[src/rtl/i2c_write_queue.sv]
// rtl/i2c_write_queue.sv - command FIFO feeding (addr,data) writes to the I2C master one at a time
// Optional WAIT_BUSY abort timer: define I2C_QUEUE_TIMEOUT_EN.
module i2c_write_queue #(
  parameter int DEPTH = 8,
  parameter int PTR_W = 3
`ifdef I2C_QUEUE_TIMEOUT_EN
  ,
  parameter int TIMEOUT = 16
`endif
) (
  input  logic             clk,
  input  logic             reset,
  input  logic             push_valid,
  input  logic [6:0]       push_addr,
  input  logic [7:0]       push_data,
  output logic             push_ready,
  input  logic             m_ready,
  output logic             m_start,
  output logic [6:0]       m_addr,
  output logic [7:0]       m_data,
  output logic             busy,
  output logic [PTR_W:0]   level,
  output logic             cmd_done,
  output logic             overflow,
  output logic             timeout_err
);

  typedef enum logic [1:0] {S_IDLE, S_WAIT_BUSY, S_WAIT_DONE} state_t;

  state_t           state_q, state_d;
  logic [14:0]      mem_q [DEPTH];
  logic [PTR_W-1:0] wr_ptr_q, rd_ptr_q;
  logic [PTR_W:0]   level_q, level_d;
  logic             full, push_acc, pop, done_d;
  logic             m_start_q, cmd_done_q, overflow_q;
  logic [6:0]       m_addr_q;
  logic [7:0]       m_data_q;

`ifdef I2C_QUEUE_TIMEOUT_EN
  localparam int CNT_W = $clog2(TIMEOUT + 1);
  logic [CNT_W-1:0] cnt_q;
  logic             tmo_d;
  logic             timeout_err_q;
`endif

  // A same-cycle pop does not relieve a full FIFO.
  assign full       = (level_q == (PTR_W+1)'(DEPTH));
  assign push_ready = !full && !reset;
  assign push_acc   = push_valid && push_ready;

  always_comb begin
    state_d = state_q;
    pop     = 1'b0;
    done_d  = 1'b0;
`ifdef I2C_QUEUE_TIMEOUT_EN
    tmo_d   = 1'b0;
`endif
    case (state_q)
      S_IDLE: begin
        if (level_q != '0 && m_ready) begin
          pop     = 1'b1;
          state_d = S_WAIT_BUSY;
        end
      end
      S_WAIT_BUSY: begin
        if (!m_ready) begin
          state_d = S_WAIT_DONE;
        end
`ifdef I2C_QUEUE_TIMEOUT_EN
        else if (cnt_q == CNT_W'(TIMEOUT - 1)) begin
          tmo_d   = 1'b1;
          state_d = S_IDLE;
        end
`endif
      end
      S_WAIT_DONE: begin
        if (m_ready) begin
          done_d  = 1'b1;
          state_d = S_IDLE;
        end
      end
      default: state_d = S_IDLE;
    endcase
  end

  always_comb begin
    level_d = level_q;
    case ({push_acc, pop})
      2'b10:   level_d = level_q + 1'b1;
      2'b01:   level_d = level_q - 1'b1;
      default: level_d = level_q;
    endcase
  end

  always_ff @(posedge clk) begin
    if (push_acc) begin
      mem_q[wr_ptr_q] <= {push_addr, push_data};
    end
  end

  always_ff @(posedge clk) begin
    if (reset) begin
      state_q    <= S_IDLE;
      wr_ptr_q   <= '0;
      rd_ptr_q   <= '0;
      level_q    <= '0;
      m_start_q  <= 1'b0;
      m_addr_q   <= '0;
      m_data_q   <= '0;
      cmd_done_q <= 1'b0;
      overflow_q <= 1'b0;
    end else begin
      state_q    <= state_d;
      level_q    <= level_d;
      m_start_q  <= pop;
      cmd_done_q <= done_d;
      if (push_acc) begin
        wr_ptr_q <= wr_ptr_q + 1'b1;
      end
      if (pop) begin
        rd_ptr_q             <= rd_ptr_q + 1'b1;
        {m_addr_q, m_data_q} <= mem_q[rd_ptr_q];
      end
      if (push_valid && full) begin
        overflow_q <= 1'b1;
      end
    end
  end

`ifdef I2C_QUEUE_TIMEOUT_EN
  // Counts m_ready-high cycles spent in WAIT_BUSY since the last start pulse.
  always_ff @(posedge clk) begin
    if (reset) begin
      cnt_q         <= '0;
      timeout_err_q <= 1'b0;
    end else begin
      if (pop) begin
        cnt_q <= '0;
      end else if (state_q == S_WAIT_BUSY && m_ready) begin
        cnt_q <= cnt_q + 1'b1;
      end
      if (tmo_d) begin
        timeout_err_q <= 1'b1;
      end
    end
  end
  assign timeout_err = timeout_err_q;
`else
  assign timeout_err = 1'b0;
`endif

  assign m_start  = m_start_q;
  assign m_addr   = m_addr_q;
  assign m_data   = m_data_q;
  assign busy     = (state_q != S_IDLE);
  assign level    = level_q;
  assign cmd_done = cmd_done_q;
  assign overflow = overflow_q;

endmodule

[config.mk]
export PLATFORM = sky130hd
export DESIGN_NAME = i2c_write_queue
export DESIGN_NICKNAME = d
export VERILOG_FILES = /design/src/rtl/i2c_write_queue.sv
export SDC_FILE = /design/constraint.sdc
export NUM_CORES = 1
export LEC_CHECK = 0
export BUFFER_PORTS_ARGS = -buffer_cell sky130_fd_sc_hd__buf_2
export CAP_MARGIN = 30
export CORE_AREA = 2 2 147 106
export CTS_BUF_LIST = sky130_fd_sc_hd__clkbuf_16
export CTS_CLUSTER_SIZE = 8
export DETAILED_ROUTE_END_ITERATION = 8
export DIE_AREA = 0 0 149 108
export GPL_ROUTABILITY_DRIVEN = 0
export MAX_ROUTING_LAYER = met4
export SETUP_SLACK_MARGIN = 0.15
export SYNTH_ARGS = -nofsm -noshare
export SYNTH_HDL_FRONTEND = slang
export SYNTH_SLANG_ARGS = --single-unit
[constraint.sdc]
create_clock -name clk -period 3 [get_ports clk]
set_input_delay 0 -clock clk [delete_from_list [all_inputs] [get_ports clk]]
set_output_delay 0 -clock clk [all_outputs]
set_load 0.005 [all_outputs]
Word-level counts from Yosys, hierarchy flattened
Memories as Yosys holds them, arrays and structs flattened. A register that Yosys moved wholly into a read port is not among the register bits.
Index checks and enable logic that the tools add are counted.
{"block": "word_totals", "regBits": 15, "ramBits": 120, "out_inout_bits": 25, "word_cells": 43, "n_memories": 1}
{"block": "classes", "addsub": 4, "n_eq_ne": 8, "mux": 10, "bitwise_logic": 1, "reduce_logical": 12}
{"memory": "mem_q", "depth": 8, "word_bits": 15, "rd": 1, "rd_clocked_by_memory_dff": 1, "write_ports": 1, "line": "31", "text": "logic [14:0] mem_q [DEPTH];"}
{"operator": "4-bit one-hot mux with 2 select lines", "count": 1}
{"operator": "3-bit by 1-bit adder with 3-bit output, second input constant", "count": 2}
{"operator": "2-bit 2-to-1 mux", "count": 3}
{"operator": "2-bit inequality test, second input constant", "count": 3}
{"operator": "2-bit one-hot mux with 3 select lines", "count": 1}
{"operator": "1-bit 2-to-1 mux", "count": 5}
{"operator": "4-bit by 1-bit adder with 4-bit output, second input constant", "count": 1}
{"operator": "2-bit by 1-bit == test with 1-bit output, second input constant", "count": 2}
{"operator": "2-bit == test, second input constant", "count": 2}
{"operator": "4-bit == test, second input constant", "count": 1}
{"operator": "1-bit logical AND", "count": 4}
{"operator": "2-bit nonzero test", "count": 2}
{"operator": "4-bit nonzero test", "count": 1}
{"operator": "4-bit by 1-bit subtractor with 4-bit output, second input constant", "count": 1}
{"operator": "3-bit AND reduction", "count": 1}
{"operator": "1-bit logical NOT", "count": 2}
{"operator": "2-bit logical NOT", "count": 1}
{"operator": "2-bit OR reduction", "count": 1}
{"operator": "1-bit inverter", "count": 1}

Longest topological paths before layout
{"block": "logic_depth", "word_depth": 6, "mapped_depth": 12, "depth_no_buf": 10}

Worst setup path after synthesis
OpenSTA, ideal clock, no wires.
{"block": "synth_timing", "path_kind": "register to register", "start": "reg level_q[0] (netlist: level[0])", "end": "mem mem_q[0][0], enable pin", "arrival_time_ns": 2.213, "slack_ns": 0.381, "stages_incl_launch_ff": 5, "path_buffers": 0, "synth_period_minus_slack_ns": 2.619, "path_cell_list": "dfxtp_1 > nor4b_2 > nor3b_1 > nand2b_1 > nor3_1"}
{"block": "synth_via", "elab_chain_len": 6}
{"item": "from (decl)", "line": "33", "text": "logic [PTR_W:0] level_q, level_d;"}
{"item": "from (signal assigned)", "line": "114", "text": "level_q <= level_d;"}
{"item": "4-bit == test", "line": "47", "text": "assign full = (level_q == (PTR_W+1)'(DEPTH));"}
{"item": "1-bit logical NOT", "line": "48", "text": "assign push_ready = !full && !reset;"}
{"item": "1-bit logical AND", "line": "48"}
{"item": "1-bit logical AND", "line": "49", "text": "assign push_acc = push_valid && push_ready;"}
{"item": "1-bit 2-to-1 mux", "line": "96", "text": "if (push_acc) begin"}
{"item": "1-bit 2-to-1 mux (not written as such)", "line": "97", "text": "mem_q[wr_ptr_q] <= {push_addr, push_data};"}
{"item": "to (decl)", "line": "31"}
Every way passes these cells.

Worst setup path in the final report
{"block": "layout_timing", "start": "reg level_q[0] (netlist: level[0])", "end": "reg level_q[2] (netlist: level[2])"}
{"block": "layout_via", "elab_chain_len": 6}
{"item": "4-bit nonzero test (*)", "line": "60", "text": "if (level_q != '0 && m_ready) begin"}
{"item": "1-bit logical AND (*)", "line": "60"}
{"item": "1-bit 2-to-1 mux (*)", "line": "60"}
{"item": "1-bit 2-to-1 mux (*)", "line": "58", "text": "case (state_q)"}
{"item": "named net pop", "line": "34", "text": "logic full, push_acc, pop, done_d;"}
{"item": "2-bit by 1-bit == test with 1-bit output / 2-bit == test (equally long branches)", "line": "88", "text": "case ({push_acc, pop})"}
{"item": "4-bit one-hot mux with 2 select lines / 2-bit nonzero test (equally long branches)"}
Mark *: on every way through the listed nets, which the timed path passes. The rest lies on a longest branch.
A chain may end at the register's enable or synchronous reset.

==> results.txt <==
Status = completed
Layout cells sized above 1 = 31.7%
Worst path slowest cell = or4_4
Layout Skew = 0.0106 ns
Total GRT Usage = 14.6%
Root Buffer = clkbuf_16
Multi-input logic area = 1440 um2
Slew @ Worst Pin = 0.571 ns
# DRC = 0
Nets = 403
Pin count of the biggest net entering global routing = 31
Die X = 149 um
DRT Pass-1 Iters = 4
Clock Pin Slew Worst Setup and Hold Paths = 0.06 ns
Worst-path maximum fanout = 7
Post-route ant nets = 0
Total power = 0.00549 W
Syn Inst Count = 302
Num CTS Buffers = 17
Placed cell count = 536
Worst Hold Depth = 2
Register-to-Register Path Depth = 10
Gr ovfl total = 0
CP bufs+invs = 1
Max Cap Violations = 0
Setup slack, reg-to-reg = 0.31 ns
Synthesized area = 5740 um2
Synth top area share = 62.8%
Pwr/cell area = 783 nW/um2
Die height = 108 um
Synthesized net count = 326
Syn_area_per_cell = 19.0 um2
Leak pwr = 2.42 nW
Post-synth ARST share = 0%
Final setup viols = 0
RR Endpoint = level[2]
Crit. End Element = register
Avg Vias per Cell = 5.00
Via Count = 2928
Initial Util = 39.5%
Fill count = 1235
FF/Latch Area = 4210 um2
DIE AREA = 16100 um2
Num ports = 44
Hold path startpoint = push_data[7]
Fin crit share = 89.8%
CTS tree = done
CTS H-tree depth = 4
N_diodes = 0
Drt wl/cell = 17.7 um
Post-synth EDFFs = 120
Top cell type by total area after synthesis = edfxtp_1
Crit-path cells = or4_4, nand3_1, inv_1, ha_1, xor2_1, ha_1, a21oi_1, xor2_1, or3_1, a21oi_1
Final slew viol count = 0
Library cells used by synthesis = 37
Final worst path period need = 2.69 ns
Register area share after synthesis = 73.2%
Max incr delay on CP = 0.62 ns
Post-Layout Cell Count = 586
Number of global-route vias before repair = 2954
Site Rows = 37
CP Class = reg -> reg
Worst min-delay path class = in -> reg
Clock Sinks = 150
Peak supply drop = 0.524 mV
Core area = 14500 um2
Data required, critical path = 3.35 ns
#FFs+latches synth = 150
Dpl hpwl = 6.07 mm
DR iter-0 viols = 222
Hold Path End = mem_q[5][7]
Setup TNS = 0 ns
Final Instance Area = 7020 um2
Fmax = 371 MHz
RSZ-0062 raised after global routing = false
Yosys warning total = 0
Slew HR = 62.0%
RR Startpoint = level[0]
Final Hold Viols = 0
Clock Latency Late Sink = 0.42 ns
Family with the most delay on the worst path = simple AND/OR/NAND/NOR gates
Antenna violations before repair = 0
Synth-to-layout area growth = 22.2%
Crit path DAT = 3.05 ns
IO Port Bufs = 42
Setup crit start kind = register
Area after DPL = 6200 um2
Post-CTS Setup Inserts = 0
First-pass GRT wire length = 16.4 mm
Total Wirelength = 10.4 mm
Ys flop type = edfxtp_1
Synth area leaders = edfxtp_1 63%, mux4_2 12%, dfxtp_1 10%
Clock tree buffer depth = 2
cells by family after synthesis:
group | share of synthesized area [%]
DFF | 73.2
buffers and inverters | 1.87
other | 0.0653
muxes | 12.1
xor gates and xnor gates | 0.915
AOI/OAI and AO/OA | 4.01
and+or+nand+nor | 6.69
adders and majority gates | 1.09
cells in the mapped netlist, types with 5 or more instances:
cell and number:
a221o_1 15, dfxtp_1 30, clkbuf_1 6, nand2_1 5, o21ai_0 5, ha_1 5, nand2b_1 5, nor2_1 16
nor2b_1 16, edfxtp_1 120, a21oi_1 5, mux4_2 30, xor2_1 5
metal layers:
metal,vias to the layer above,wire (um),track usage [%]
li1,1366,-,-
met1,1493,4740,17.8
met2,54,5090,23.4
met3,15,355,4.18
met4,0,165,5.31
met5,-,0,-
through the flow:
stage          worst slack (ns)  hold WS (ns)  util, %
2_1_floorplan             0.381        0.0774        -
3_3_place_gp              0.424         0.260     42.7
3_5_place_dp              0.339         0.273     42.7
4_1_cts                   0.308         0.381     48.3
5_1_grt                   0.164         0.395     48.3
6_report                  0.307         0.385     48.3
cell type report:
cell class	count	share of cell area [%]
clock inverters	14	2.82
well taps	195	3.48
inverters	4	0.214
multi-input cells	133	20.5
repair buffers	73	6.99
clock buffers	17	6.06
flip-flops and latches	150	59.9
cells in the final DEF (no fill, tap or decap), types with 2 or more instances in the layout:
cell type        n
nor4b_1          2
a21oi_1          5
nand2b_1         5
mux4_2          30
bufinv_16        4
nor4b_2          2
a221o_1         15
nand2_1          5
nor3_2           2
xor2_1           5
nor4bb_1         2
ha_1             5
mux2i_1          2
clkbuf_16       17
nand3_1          2
inv_1            3
edfxtp_1       120
inv_6            4
dlygate4sd3_1   19
buf_2           42
buf_4           12
clkinv_4         3
dfxtp_1         29
nor2_1          16
nor2b_1         16
or3_1            2
o21ai_0          5
what timing repair did:
action | in CTS | in global routing
hold buffers | 19 | 0
gates resized for setup | 0 | 0
hold endpoints to repair | 132 | 0
state kept, by name, summed over array words and instances, names as in the netlist:
signal    count
wr_ptr_q      3
mem_q       120
overflow      1
level         4
m_start       1
cmd_done      1
state_q       2
m_addr        7
m_data        8
rd_ptr_q      3
where the power goes:
part	internal, W	total, W	switching, W
registers	0.00238	0.00247	0.0000921
clock network	0.00140	0.00223	0.000835
logic	0.000394	0.000792	0.000398
worst max-delay path by stage:
| stage | from | to | slack [ns] | cells past startpoint |
|---|---|---|---|---|
| after floorplan | level[0] | mem_q[0][0] | 0.38 | 4 |
| after global placement | level[0] | level[2] | 0.42 | 10 |
| after detailed placement | level[0] | level[2] | 0.34 | 10 |
| after CTS | level[0] | level[2] | 0.31 | 10 |
| after global routing | level[0] | level[2] | 0.16 | 10 |
| final | level[0] | level[2] | 0.31 | 10 |
Power figures use the tool's default switching activity.
